<file path="config.mk">
export PLATFORM = sky130hd
export DESIGN_NAME = laser_scan_ctrl
export DESIGN_NICKNAME = d
export VERILOG_FILES = /design/src/rtl/laser_scan_ctrl.sv
export SDC_FILE = /design/constraint.sdc
export NUM_CORES = 1
export LEC_CHECK = 0
export CELL_PAD_IN_SITES_DETAIL_PLACEMENT = 1
export CELL_PAD_IN_SITES_GLOBAL_PLACEMENT = 1
export CORE_ASPECT_RATIO = 1.2
export CORE_MARGIN = 3
export CORE_UTILIZATION = 39
export CTS_CLUSTER_SIZE = 25
export DETAILED_ROUTE_END_ITERATION = 16
export GPL_TIMING_DRIVEN = 0
export PLACE_DENSITY_LB_ADDON = 0.1
export SYNTH_ARGS = -nofsm -noshare
export SYNTH_HDL_FRONTEND = slang
export SYNTH_SLANG_ARGS = --single-unit
</file>
<file path="constraint.sdc">
create_clock -name CLK -period 2.7 [get_ports CLK]
set_clock_uncertainty 0.15 [all_clocks]
set_input_delay 0.54 -clock CLK [delete_from_list [all_inputs] [get_ports CLK]]
set_output_delay 0.54 -clock CLK [all_outputs]
set_load 0.005 [all_outputs]
</file>
<file path="src/rtl/laser_scan_ctrl.sv">
// Laser scan controller: walks every candidate circle centre on a square grid,
// presenting each candidate's data banks in turn. Passes alternate between
// optimising circle 1 and circle 2. A STALL holds the presented tuple, and
// ABORT or reset abandons the run.
module laser_scan_ctrl #(
    parameter int GRID_MIN = 2,
    parameter int GRID_MAX = 13,
    parameter int N_BANKS  = 5,
    parameter int N_PASS   = 6
) (
    input  logic       CLK,
    input  logic       RST,
    input  logic       START,
    input  logic       ABORT,
    input  logic       STALL,
    output logic       VALID,
    output logic [3:0] CX,
    output logic [3:0] CY,
    output logic [2:0] BANK,
    output logic       CIRCLE_SEL,
    output logic       ACC_CLR,
    output logic       CAND_END,
    output logic       PASS_END,
    output logic [2:0] PASS_CNT,
    output logic       BUSY,
    output logic       DONE
);

    typedef enum logic [1:0] {
        IDLE,
        SCAN,
        FIN
    } state_t;

    localparam logic [3:0] COORD_MIN = 4'(GRID_MIN);
    localparam logic [3:0] COORD_MAX = 4'(GRID_MAX);
    localparam logic [2:0] BANK_LAST = 3'(N_BANKS - 1);
    localparam logic [2:0] PASS_LAST = 3'(N_PASS - 1);

    state_t state;

    logic last_bank;
    logic row_end;
    logic col_end;
    logic last_pass;

    assign last_bank = (BANK == BANK_LAST);
    assign row_end   = (CX == COORD_MAX);
    assign col_end   = (CY == COORD_MAX);
    assign last_pass = (PASS_CNT == PASS_LAST);

    // The strobes depend only on registered state, so they remain asserted
    // for as long as a stall holds the tuple.
    assign ACC_CLR  = VALID && (BANK == 3'd0);
    assign CAND_END = VALID && last_bank;
    assign PASS_END = CAND_END && row_end && col_end;

    // Scan sequencer: bank -> CX -> CY -> pass counters, advanced on each transfer.
    always_ff @(posedge CLK) begin
        if (!RST) begin
            state      <= IDLE;
            VALID      <= 1'b0;
            BUSY       <= 1'b0;
            DONE       <= 1'b0;
            CX         <= 4'd0;
            CY         <= 4'd0;
            BANK       <= 3'd0;
            PASS_CNT   <= 3'd0;
            CIRCLE_SEL <= 1'b0;
        end else begin
            case (state)
                IDLE: begin
                    DONE <= 1'b0;
                    if (START) begin
                        state      <= SCAN;
                        VALID      <= 1'b1;
                        BUSY       <= 1'b1;
                        CX         <= COORD_MIN;
                        CY         <= COORD_MIN;
                        BANK       <= 3'd0;
                        PASS_CNT   <= 3'd0;
                        CIRCLE_SEL <= 1'b0;
                    end
                end
                SCAN: begin
                    if (ABORT) begin
                        state      <= IDLE;
                        VALID      <= 1'b0;
                        BUSY       <= 1'b0;
                        DONE       <= 1'b0;
                        CX         <= 4'd0;
                        CY         <= 4'd0;
                        BANK       <= 3'd0;
                        PASS_CNT   <= 3'd0;
                        CIRCLE_SEL <= 1'b0;
                    end else if (!STALL) begin
                        if (!last_bank) begin
                            BANK <= BANK + 3'd1;
                        end else begin
                            BANK <= 3'd0;
                            if (!row_end) begin
                                CX <= CX + 4'd1;
                            end else begin
                                CX <= COORD_MIN;
                                if (!col_end) begin
                                    CY <= CY + 4'd1;
                                end else begin
                                    CY <= COORD_MIN;
                                    if (last_pass) begin
                                        state      <= FIN;
                                        VALID      <= 1'b0;
                                        BUSY       <= 1'b0;
                                        DONE       <= 1'b1;
                                        CX         <= 4'd0;
                                        CY         <= 4'd0;
                                        PASS_CNT   <= 3'd0;
                                        CIRCLE_SEL <= 1'b0;
                                    end else begin
                                        PASS_CNT   <= PASS_CNT + 3'd1;
                                        CIRCLE_SEL <= ~CIRCLE_SEL;
                                    end
                                end
                            end
                        end
                    end
                end
                FIN: begin
                    state <= IDLE;
                    DONE  <= 1'b0;
                end
                default: begin
                    state <= IDLE;
                    VALID <= 1'b0;
                    BUSY  <= 1'b0;
                    DONE  <= 1'b0;
                end
            endcase
        end
    end

endmodule
</file>
==> flow_metrics.py, run 1 <==
metrics = {
    "clock_network": {
        "numCtsBuffers": 3,
        "h-tree-depth": 1,
        "clock_path_buffers": 2,
        "clkTransAtPathRegs_ps": 110,
        "worstSkewPairLatency_ps": 300,
        "cts_setup_buffers": 0,
        "cts_tree": "built",
        "cts_root_buf": "clkbuf_4",
        "cts.sinks": 19,
    },
    "synthesis": {
        "async_reset_ff_frac": 0,
        "synth_cells": 134,
        "yosysTopAreaCellShare": 0.333,
        "ys_top_cells_by_area": "dfxtp_1, ha_1, a21oi_1",
        "ys.flop_type": "dfxtp_1",
        "avgSynthCellArea_um2": 8.52,
        "ys_seq_area_frac": 0.333,
        "synth_area_um2": 1140,
        "yosys_warnings": 0,
        "synth_edf_count": 0,
        "mappedNetlistNets": 145,
        "synth_cell_type_count": 46,
        "synth_top_area_cell": "dfxtp_1",
        "synth-seq-cells": 19,
    },
    "setup_path": {
        "critPathArrivalTime_ps": 1900,
        "crit_required_ps": 2010,
        "rr_endpoint": "CY[3]",
        "regToRegSetupSlack_ps": 770,
        "crit_path_end_kind": "primary output",
        "start_kind": "flip-flop",
        "ff2ff_path_depth": 5,
        "crit_fanout": 6,
        "crit_type": "reg2out",
        "r2r-start": "CX[0]",
    },
    "floorplanning": {
        "initial_utilization": 0.431,
        "core_um2": 2650,
        "dieArea_um2": 3620,
        "num_rows": 20,
        "die_h_um": 65.3,
        "die_w_um": 55.4,
        "io_pins": 26,
    },
    "placed_design": {
        "place_congestion": 0.768,
        "placed_cell_area_um2": 1420,
        "dp_cells": 191,
        "io_buffers": 24,
        "dp_hpwl_um": 2490,
    },
    "finish": {
        "drive_above_1_share": 0.142,
        "layout_commonest_cell": "clkdlybuf4s50_1",
        "postLayoutCoreUtil": 0.558,
        "multi_input_area_um2": 713,
        "area_delta_synth_final_pct": 29.7,
        "mostFrequentLayoutCells": "clkdlybuf4s50_1, dfxtp_1, inv_1, a21oi_1",
        "num-nets-final": 174,
        "num_antenna_cells": 0,
        "layoutNonFillerInstCount": 195,
        "ff_latch_area_um2": 383,
        "fin_area_um2": 1480,
        "fillerInstances": 342,
    },
    "route": {
        "wl_per_cell_um": 16.8,
        "first_pass_iters": 4,
        "vias": 1150,
        "route.detailed.drc": 0,
        "drt-initial-drc-count": 17,
        "drtAntennaViolNets": 0,
        "routed_wl_um": 3280,
        "vias_per_cell": 5.90,
    },
    "sta": {
        "hold_violations": 0,
        "clock.fmax_ghz": 0.387,
        "slew_headroom": 0.671,
        "rsz0062_at_grt": "false",
        "worstMarginPinSlew_ps": 490,
        "fin_crit_sh": 0.958,
        "setup_tns_ps": 0,
        "period_needed_ps": 2590,
        "setup_viol": 0,
        "drv_slew": 0,
    },
    "global_routing": {
        "grt.total_usage": 0.186,
        "grt_max_degree": 11,
        "first_global_vias": 1171,
        "grt_pass1_wl_um": 5460,
        "antenna_found_initial": 0,
        "overflow": 0,
    },
    "power_and_ir_drop": {
        "pwr_density_cell_nw_per_um2": 414,
        "fin_total_pwr_mw": 0.613,
        "p_int_mw": 0.427,
        "seqPwrFrac": 0.505,
        "pwr-share-comb": 0.246,
        "pwr-share-clk": 0.249,
        "p_leak_nw": 0.554,
        "swShare": 0.303,
        "switchingPower_mw": 0.186,
        "ir_worst_vdd_mv": 0.323,
    },
    "worst_hold_path": {
        "hold_path_depth": 2,
        "min_path_type": "reg2reg",
        "whs_endpoint": "DONE",
        "hp-start": "DONE",
    },
    "flow_run": {
        "max_cap_viol_count": 0,
    },
    "run_status": {
        "status": "finished, final reports clean",
    },
}
-- kinds of logic after synthesis --
logic type	share of synthesized area
AO/OA/AOI/OAI	0.206
XOR/XNOR	0.0230
adder cells (fa/ha/maj)	0.0657
buffers and inverters	0.0679
flip-flops	0.333
multiplexers	0.0372
AND/OR/NAND/NOR	0.267
-- worst max-delay path by stage --
stage            start     endpoint  slack, ps  cells after the start
6_report         CX[0]     PASS_END        110                      5
5_1_grt          CY[0]     PASS_END          9                      5
4_1_cts        BANK[0]     PASS_END         30                      6
3_5_place_dp     ABORT  PASS_CNT[1]        230                      6
3_3_place_gp     ABORT  PASS_CNT[1]        300                      6
2_1_floorplan    CX[0]        CY[3]        920                      5
-- synthesized netlist by cell type, types with 3 or more instances --
cell type	n
ha_1	6
or4_1	3
and3_1	4
a21oi_1	9
nand3_1	6
dfxtp_1	19
o21ai_0	6
nor3_1	3
nor4_1	4
nor2_1	8
inv_1	10
nand2_1	9
-- cell type report --
type                       instances  area share
timing repair buffer              24       0.162
inverter                          10      0.0253
tap                               33      0.0279
multi-input combinational         99       0.481
buffer                             6      0.0270
sequential                        19       0.258
clock buffer                       4      0.0177
-- metal layers --
metal | routed length (um) | GRT usage | vias up
li1 | - | - | 543
met1 | 1430 | 0.214 | 581
met2 | 1720 | 0.346 | 22
met3 | 90 | 0.0295 | 4
met4 | 31 | 0.0638 | 0
met5 | 0 | 0 | -
-- sequential cells by signal, summed over array words and instances (netlist names) --
register / flops
CX: 4
CY: 4
BANK: 3
PASS_CNT: 3
state: 2
BUSY: 1
CIRCLE_SEL: 1
DONE: 1
-- stage by stage --
stage	hold slack, ps	worst slack [ps]
floorplan	315	915
global placement	308	301
detailed placement	322	228
CTS	350	27.3
global route	378	9.23
finish	348	113
-- critical path, cell delays in order, from the launching register on --
cell,delay [ps]
dfxtp_2,410
ha_2,230
nand4_1,150
nor3_4,160
and2_1,140
clkdlybuf4s50_1,490
-- timing repair --
| action | 4_1_cts | 5_1_grt |
|---|---|---|
| cloned | 0 | 0 |
| setup endpoints to repair | 1 | 1 |
| gates resized for setup | 2 | 7 |
| hold buffers | 0 | 0 |
-- power groups by stage --
stage	logic, mW	registers, mW	clock network, mW
after global routing	0.166	0.313	0.168
after global placement	0.140	0.313	0
after floorplan	0.0854	0.313	0
after detailed placement	0.146	0.315	0
final	0.151	0.310	0.152
after CTS	0.148	0.309	0.155
No activity file was read; power rests on OpenSTA's default activity.
==> run 2: changes to the inputs <==
--- a/config.mk
+++ b/config.mk
@@ -8,7 +8,7 @@
 export CELL_PAD_IN_SITES_DETAIL_PLACEMENT = 1
 export CELL_PAD_IN_SITES_GLOBAL_PLACEMENT = 1
 export CORE_ASPECT_RATIO = 1.2
-export CORE_MARGIN = 3
+export CORE_MARGIN = 10
 export CORE_UTILIZATION = 39
 export CTS_CLUSTER_SIZE = 25
 export DETAILED_ROUTE_END_ITERATION = 16
==> run 2 against run 1 <==
  * Clock-buffer cell count is the same
  * Combinational power is essentially flat
  * Fmax grew 13%
  * Global-route usage shrank 6.7 points
  * Routed wire length grew 2.3%
  * First-iteration DRC count grew to 2.8 times the previous value
  * Utilization shrank 2.1 points
  * Register-to-register slack lost 60 ps
  * Sequential power is essentially flat
  * Die area grew 52%
  * Setup slack gained 290 ps
  * Critical path type unchanged
  * Largest cell class unchanged
==> flow_metrics.py, run 2 (synthesized netlist as in run 1, its figures left out) <==
metrics = {
    "run_status": {
        "status": "finished, final reports clean",
    },
    "power_and_ir_drop": {
        "pwr-share-comb": 0.251,
        "p_leak_nw": 0.582,
        "fin_total_pwr_mw": 0.606,
        "swShare": 0.290,
        "pwr-share-clk": 0.238,
        "pwr_density_cell_nw_per_um2": 401,
        "ir_worst_vdd_mv": 0.364,
        "switchingPower_mw": 0.176,
        "p_int_mw": 0.430,
        "seqPwrFrac": 0.511,
    },
    "sta": {
        "clock.fmax_ghz": 0.435,
        "slew_headroom": 0.547,
        "rsz0062_at_grt": "false",
        "setup_tns_ps": 0,
        "setup_viol": 0,
        "drv_slew": 0,
        "period_needed_ps": 2300,
        "worstMarginPinSlew_ps": 673,
        "hold_violations": 0,
        "fin_crit_sh": 0.852,
    },
    "finish": {
        "num-nets-final": 176,
        "area_delta_synth_final_pct": 32.2,
        "drive_above_1_share": 0.165,
        "num_antenna_cells": 0,
        "mostFrequentLayoutCells": "clkdlybuf4s50_1, dfxtp_1, inv_1",
        "layout_commonest_cell": "clkdlybuf4s50_1",
        "reg.largest.list": "CX (4), CY (4)",
    },
    "setup_path": {
        "slowest_delay_ps": 500,
        "crit_fanout": 4,
        "critPathArrivalTime_ps": 1610,
        "rr_endpoint": "BUSY",
        "crit_type": "reg2out",
        "start_kind": "flip-flop",
        "worstPathCellList": "inv_1, ha_2, and3b_1, clkdlybuf4s50_1",
        "crit_required_ps": 2010,
        "slowest_stage": "clkdlybuf4s50_1",
        "regToRegSetupSlack_ps": 710,
        "crit_path_end_kind": "primary output",
        "r2r-start": "CX[1]",
        "ff2ff_path_depth": 6,
        "crit_buf_inv": 2,
        "path_delay_family": "buffers and inverters",
    },
    "floorplanning": {
        "die_h_um": 79.3,
        "initial_utilization": 0.406,
        "num_rows": 21,
        "die_w_um": 69.4,
        "dieArea_um2": 5500,
        "io_pins": 26,
        "core_um2": 2810,
    },
    "clock_network": {
        "numCtsBuffers": 3,
        "cts-hold-fix-buffers": 0,
        "cts_root_buf": "clkbuf_4",
        "cts_tree": "built",
        "clock_path_buffers": 2,
        "h-tree-depth": 1,
        "worstSkewPairLatency_ps": 300,
        "cts.sinks": 19,
        "clkTransAtPathRegs_ps": 100,
    },
    "placed_design": {
        "place_congestion": 0.812,
        "dp_hpwl_um": 2540,
        "io_buffers": 24,
    },
    "route": {
        "drt-initial-drc-count": 47,
        "first_pass_iters": 4,
        "drtAntennaViolNets": 0,
        "vias": 1142,
        "wl_per_cell_um": 16.9,
        "vias_per_cell": 5.77,
        "route.detailed.drc": 0,
        "routed_wl_um": 3350,
    },
    "flow_run": {
        "max_cap_viol_count": 0,
    },
    "worst_hold_path": {
        "hold_path_depth": 2,
        "min_path_type": "reg2reg",
        "whs_endpoint": "DONE",
        "hp-start": "DONE",
    },
    "global_routing": {
        "antenna_found_initial": 0,
        "grt_pass1_wl_um": 5560,
        "overflow": 0,
        "first_global_vias": 1149,
        "grt_max_degree": 11,
        "grt.total_usage": 0.119,
    },
}
run 2: worst register-to-register path, stage by stage, from the launching register on:
cell and delay (ps):
dfxtp_4 370, inv_1 90, ha_4 150, nand3_1 170
nor4_1 650, o21ai_0 160, o211a_1 150
run 2: worst max path at each step:
| stage | cells past startpoint | start | slack (ps) | endpoint |
|---|---|---|---|---|
| after floorplan | 5 | CX[0] | 920 | CY[3] |
| after global placement | 5 | STALL | 290 | BUSY |
| after detailed placement | 6 | ABORT | 260 | PASS_CNT[1] |
| after CTS | 5 | CX[0] | 20 | PASS_END |
| after global routing | 4 | BANK[0] | 330 | ACC_CLR |
| final | 4 | BANK[0] | 400 | ACC_CLR |
run 2: power groups by stage:
stage / Combinational [mW] / Clock, mW / Sequential [mW]
floorplan: 0.0854 / 0 / 0.313
global placement: 0.142 / 0 / 0.314
detailed placement: 0.146 / 0 / 0.315
CTS: 0.147 / 0.153 / 0.308
global route: 0.169 / 0.163 / 0.313
finish: 0.152 / 0.145 / 0.310
run 2: per-stage QoR:
| stage | hold slack, ps | std cells | utilization | setup WS [ps] | cell area (um2) |
|---|---|---|---|---|---|
| final | 339 | 198 | 0.537 | 400 | 1510 |
| after global routing | 382 | 198 | 0.537 | 329 | 1510 |
| after detailed placement | 321 | 192 | 0.507 | 255 | 1430 |
| after CTS | 347 | 196 | 0.519 | 22.9 | 1460 |
| after global placement | 309 | 192 | 0.507 | 285 | 1430 |
| after floorplan | 315 | 134 | - | 915 | 1140 |
run 2: timing repair:
action / 4_1_cts / 5_1_grt
setup buffers: 0 / 2
resized for setup: 2 / 12
pin swaps: 1 / 2
setup endpoints to repair: 1 / 1
run 2: metal layers:
metal	up-vias	track usage	part of all wire
met3	4	0.0373	0.061
met4	0	0.0565	0.0084
met5	-	0	0
met2	25	0.204	0.51
li1	548	-	-
met1	565	0.131	0.42
run 2: layout make-up:
cell class / count / area (um2)
Buffer: 6 / 40.0
Clock buffer: 4 / 26.3
Fill cell: 336 / 1300
Inverter: 10 / 37.5
Multi-Input combinational cell: 99 / 716
Sequential cell: 19 / 390
Tap cell: 34 / 42.5
Timing Repair Buffer: 26 / 258
==> RTL edit 1, RTL diff (settings of run 2) <==
Put one more register stage on the output `PASS_CNT`, with the module's reset. The value now appears one clock later. The other outputs are not delayed to match.
--- a/src/rtl/laser_scan_ctrl.sv
+++ b/src/rtl/laser_scan_ctrl.sv
@@ -39,2 +39,4 @@
 
+    logic [2:0] PASS_CNT_s0;
+
     state_t state;
@@ -49,3 +51,3 @@
     assign col_end   = (CY == COORD_MAX);
-    assign last_pass = (PASS_CNT == PASS_LAST);
+    assign last_pass = (PASS_CNT_s0 == PASS_LAST);
 
@@ -67,3 +69,3 @@
             BANK       <= 3'd0;
-            PASS_CNT   <= 3'd0;
+            PASS_CNT_s0 <= 3'd0;
             CIRCLE_SEL <= 1'b0;
@@ -80,3 +82,3 @@
                         BANK       <= 3'd0;
-                        PASS_CNT   <= 3'd0;
+                        PASS_CNT_s0 <= 3'd0;
                         CIRCLE_SEL <= 1'b0;
@@ -93,3 +95,3 @@
                         BANK       <= 3'd0;
-                        PASS_CNT   <= 3'd0;
+                        PASS_CNT_s0 <= 3'd0;
                         CIRCLE_SEL <= 1'b0;
@@ -115,6 +117,6 @@
                                         CY         <= 4'd0;
-                                        PASS_CNT   <= 3'd0;
+                                        PASS_CNT_s0 <= 3'd0;
                                         CIRCLE_SEL <= 1'b0;
                                     end else begin
-                                        PASS_CNT   <= PASS_CNT + 3'd1;
+                                        PASS_CNT_s0 <= PASS_CNT_s0 + 3'd1;
                                         CIRCLE_SEL <= ~CIRCLE_SEL;
@@ -140,2 +142,10 @@
 
+    always_ff @(posedge CLK) begin
+        if (!RST) begin
+            PASS_CNT <= '0;
+        end else begin
+            PASS_CNT <= PASS_CNT_s0;
+        end
+    end
+
 endmodule
Function: same outputs for any inputs over 10 cycles, from zero or initial values and one cycle with RST low; that may be too few to reach the edited logic, so the function may still have changed.
==> RTL edit 1 against run 2 <==
  * Hold slack got worse by 4.5 ps
  * Sequential cell count increased by 3
  * Count of clock-buffer cells in the layout unchanged
  * Sequential share of layout area increased by 2.1 points
  * Routed wire length increased by 3.8%
  * Core utilization decreased by 1.2 points
  * Total power increased by 5.9%
  * Sequential power increased by 11%
  * Global-route usage increased by 0.25 points
  * Clock power increased by 30%
  * Die area increased by 5.2%
  * Design area increased by 5.4%
  * Setup slack got worse by 320 ps
  * Area after synthesis increased by 7.1%
  * Largest cell class unchanged
==> RTL edit 1: results (changes against run 2) <==
Place
  • Port Buf Inserts: 25 (+4.2%)
  • Post-DP HPWL: 2670 um (+5.3%)
  • RD Place Congestion: 0.789 (-2.8%)
  • Pre-CTS setup slack: 55.2 ps (-200 ps)

Detailed routing
  • Via count: 1,134 (-0.70%)
  • Total wire length: 3480 um (+3.8%)

Critical path
  • CP arrival: 1930 ps (+320 ps)
  • Crit Path Max Fanout: 9 (+5)

Synthesis
  • Sequential element share of the synthesized area: 36.0% (+2.7 points)
  • Largest cells by area after synthesis: dfxtp_1, ha_1, o21ai_1
  • Synth cell count leaders: dfxtp_1, inv_1, o21ai_1, a21oi_1, nor2_1
  • Mapped Nets: 149 (+2.8%)
  • Yosys cell types: 45 (-2.2%)

Layout
  • Filler cells: 357 (+6.3%)
  • Nets: 178 (+1.1%)
  • Layout cells sized above 1: 12.0% (-4.4 points)

Global route
  • Number of global-route vias before repair: 1,225 (+6.6%)
  • GRT Total Usage: 12.2% (+0.25 points)
  • Largest net degree at the start of global routing: 13 (+2)

Power
  • VDD IR max: 248 uV (-32%)
  • Leak pwr: 0.593 nW (+1.8%)

CTS
  • Worst-path clk slew: 130 ps (+30 ps)
  • CTS Buffer Depth: 2 (unchanged)

Status
  • Outcome: completed

Timing
  • Rel. slew slack: 58.2% (+3.4 points)
-- RTL edit 1: changes by cell type after synthesis, moves of 3 or more --
cell / change
and3_1: +3
dfxtp_1: +3
o21ai_0: -5
or4_1: -3
a41oi_1: +3
o21ai_1: +9
-- RTL edit 1: power by group --
part	internal (mW)	total [mW]	switching (mW)
registers	0.333	0.344	0.0110
logic	0.0544	0.109	0.0549
clock network	0.0823	0.188	0.106
-- RTL edit 1: metrics by stage --
stage	utilization, %	hold WS, ps	power (mW)	instances	cell area, um2
2_1_floorplan	-	305	0.411	138	1220
3_3_place_gp	50.2	307	0.455	199	1520
3_5_place_dp	50.2	316	0.459	199	1520
4_1_cts	51.7	334	0.646	202	1570
5_1_grt	52.6	374	0.677	202	1590
6_report	52.6	334	0.642	202	1590
-- RTL edit 1: worst max-delay path, cell delays in order, from the launching register on --
cell             delay (ps)
dfxtp_2                 420
ha_1                    210
and3_2                  310
and3_1                  190
clkdlybuf4s50_1         500
-- RTL edit 1: cell families after synthesis --
family                   after synthesis  share of synthesized area, %
AND/OR/NAND/NOR                       49                          23.9
XOR/XNOR                               2                          1.43
AO/OA/AOI/OAI                         39                          23.2
adder cells (fa/ha/maj)                6                          6.13
buffers and inverters                 17                          6.85
multiplexers                           3                          2.45
flip-flops                            22                          36.0
-- RTL edit 1: cell type report --
class / count / area, um2 / area share (%)
repair buffers: 25 / 250 / 15.7
inverters: 10 / 37.5 / 2.36
well taps: 36 / 45.0 / 2.83
flip-flops and latches: 22 / 444 / 27.9
multi-input cells: 99 / 736 / 46.2
clock buffers: 4 / 36.3 / 2.28
plain buffers: 6 / 42.5 / 2.67
-- RTL edit 1: per-layer routing --
layer  wire length, um  vias to the layer above  GRT usage (%)
met5                 0                        -              0
met4                17                        0           3.88
met3               191                        2           3.66
met2              1750                       18           22.2
met1              1520                      553           13.2
li1                  -                      561              -
-- RTL edit 1: worst paths after layout --
path / startpoint / to / slack (ps) / cells after the start
max: CY[0] / PASS_END / 80 / 4
min: CIRCLE_SEL / CIRCLE_SEL / 330 / 1
max reg2reg: BANK[0] / CX[3] / 710 / 6
min reg2reg: CIRCLE_SEL / CIRCLE_SEL / 330 / 1
-- RTL edit 1: repair_timing --
action / CTS / global route
pin swaps: 0 / 1
resized for setup: 6 / 5
endpoints found under the setup margin: 1 / 1
==> RTL edit 2, RTL diff (flow settings as in run 2) <==
Made on the original files. `GRID_MAX`: 13 -> 6.
--- a/src/rtl/laser_scan_ctrl.sv
+++ b/src/rtl/laser_scan_ctrl.sv
@@ -6,3 +6,3 @@
     parameter int GRID_MIN = 2,
-    parameter int GRID_MAX = 13,
+    parameter int GRID_MAX = 6,
     parameter int N_BANKS  = 5,
Formal check against the unedited RTL: same outputs for any inputs over 10 cycles, from zero or initial values and one cycle with RST low; that may be too few to reach the edited logic, so the function may still have changed.
==> RTL edit 2 against run 2 <==
  * Critical path depth unchanged
  * Design area down 8.8%
  * Setup slack got worse by 280 ps
  * Die area down 5.5%
  * Routed wire length down 11%
  * Total power shrank 11%
  * Sequential cell count unchanged
  * Area after synthesis shrank 7.6%
==> RTL edit 2: results (changes against run 2) <==
Status
  • Outcome: completed

Global route
  • Antenna violations before repair: 0 (unchanged)
  • Number of global-route vias before repair: 1,023 (-11%)
  • Largest net degree at the start of global routing: 12 (+1)
  • GRT Total Usage: 11.7% (-0.21 points)
  • First-pass GRT wire length: 4980 um (-10%)

Place
  • Placed cells: 180 (-6.3%)
  • RD Place Congestion: 0.812 (unchanged)
  • Port Buf Inserts: 25 (+4.2%)
  • Placed inst area: 1350 um2 (-5.4%)
  • Post-DP HPWL: 2260 um (-11%)

CTS
  • Clock latency at the later pin of the worst-skew pair: 310 ps
  • Root Buffer: clkbuf_4
  • CTS Buffer Depth: 2 (unchanged)
  • Clock buffer count from CTS: 3 (unchanged)
  • Worst-path clk slew: 120 ps (+20 ps)
  • H-Tree Depth: 1 (unchanged)

Synthesis
  • Async SR Flop Fraction: 0% (unchanged)
  • Sequential element share of the synthesized area: 36.0% (+2.7 points)
  • Yosys cell types: 43 (-6.5%)
  • Warnings from Yosys: 0 (unchanged)
  • Mapped Nets: 133 (-8.3%)
  • Largest cells by area after synthesis: dfxtp_1, ha_1, a21oi_1
  • Synth cell count leaders: dfxtp_1, a21oi_1, inv_1, nand2_1, o21ai_0
  • Mapped Cells: 122 (-9.0%)
  • Main flop type after synthesis: dfxtp_1

Detailed routing
  • Vias/cell: 5.67 (-1.6%)
  • Iter 0 DRT Violations: 30 (-36%)
  • DRT Pass-1 Iters: 4 (unchanged)
  • Wirelength per Cell: 16.1 um (-4.6%)
  • Total wire length: 2970 um (-11%)

Hold path
  • Hold path depth: 1 (-1)
  • Hold crit path type: reg -> reg

Critical path
  • Reg2reg path depth: 7 (+1)
  • Reg2reg end: CX[0]
  • CP endpoint: PASS_END
  • Reg2Reg Launch Point: BANK[0]
  • CP arrival: 1890 ps (+280 ps)
  • Flop2flop setup slack: 700 ps
  • Crit Path Max Fanout: 6 (+2)
  • Crit path launch: CY[1]

Layout
  • Layout cells sized above 1: 7.28% (-9.2 points)
  • Nets: 163 (-7.4%)
  • Antenna fix cells: 0 (unchanged)
  • Largest regs: CX (4), CY (4)

Power
  • Leak pwr: 0.499 nW (-14%)
  • VDD IR max: 313 uV (-14%)

Timing
  • Worst-margin pin slew: 746 ps (+72.7 ps)
[RTL edit 2: power breakdown]
group | internal [mW] | switching (mW)
logic | 0.0428 | 0.0435
clock network | 0.0553 | 0.100
registers | 0.288 | 0.0106
total | 0.387 | 0.154
[RTL edit 2: what timing repair did]
action                                 CTS  global route
gates resized for setup                  0             2
endpoints found under the hold margin    0             0
setup endpoints to repair                0             1
[RTL edit 2: critical path, stage by stage, from the launching register on]
cell and delay [ps]:
dfxtp_1 460, ha_1 210, and3b_1 250, and3_1 180
clkdlybuf4s50_1 500
[RTL edit 2: kinds of logic (layout without fill, tap and decap cells)]
kind of cell,Yosys count,after routing,synth area share (%)
adder cells (fa/ha/maj),6,6,7.11
XOR/XNOR,1,1,0.830
buffers and inverters,13,42,5.21
flip-flops,19,19,36.0
AO/OA/AOI/OAI,39,39,24.1
AND/OR/NAND/NOR,43,43,25.8
multiplexers,1,1,0.948
[RTL edit 2: worst min-delay path by stage]
stage	from	endpoint	slack, ps
after floorplan	PASS_CNT[1]	PASS_CNT[1]	310
after detailed placement	DONE	DONE	300
after global routing	DONE	DONE	350
after CTS	DONE	DONE	330
final	DONE	DONE	330
after global placement	DONE	DONE	300
[RTL edit 2: layer usage]
layer / share of wire [%] / GRT usage [%]
met5: 0 / 0
met4: 1.3 / 4.53
met3: 5.0 / 3.05
met2: 51 / 19.4
met1: 43 / 13.7
[RTL edit 2: cell type report]
class | instances | area, um2
buffer | 4 | 21.3
clock buffer | 3 | 22.5
clock inverter | 1 | 5.00
fill | 317 | 1200
inverter | 9 | 33.8
multi-input combinational | 90 | 621
sequential | 19 | 383
tap | 33 | 41.3
timing repair buffer | 25 | 250
[RTL edit 2: stage by stage]
stage | utilization, % | hold WS (ps) | worst slack [ps] | power [mW]
2_1_floorplan | - | 308 | 875 | 0.347
3_3_place_gp | 52.3 | 301 | 168 | 0.388
3_5_place_dp | 52.3 | 304 | 127 | 0.391
4_1_cts | 53.3 | 334 | 99.7 | 0.545
5_1_grt | 53.4 | 350 | 54.5 | 0.566
6_report | 53.4 | 331 | 121 | 0.541
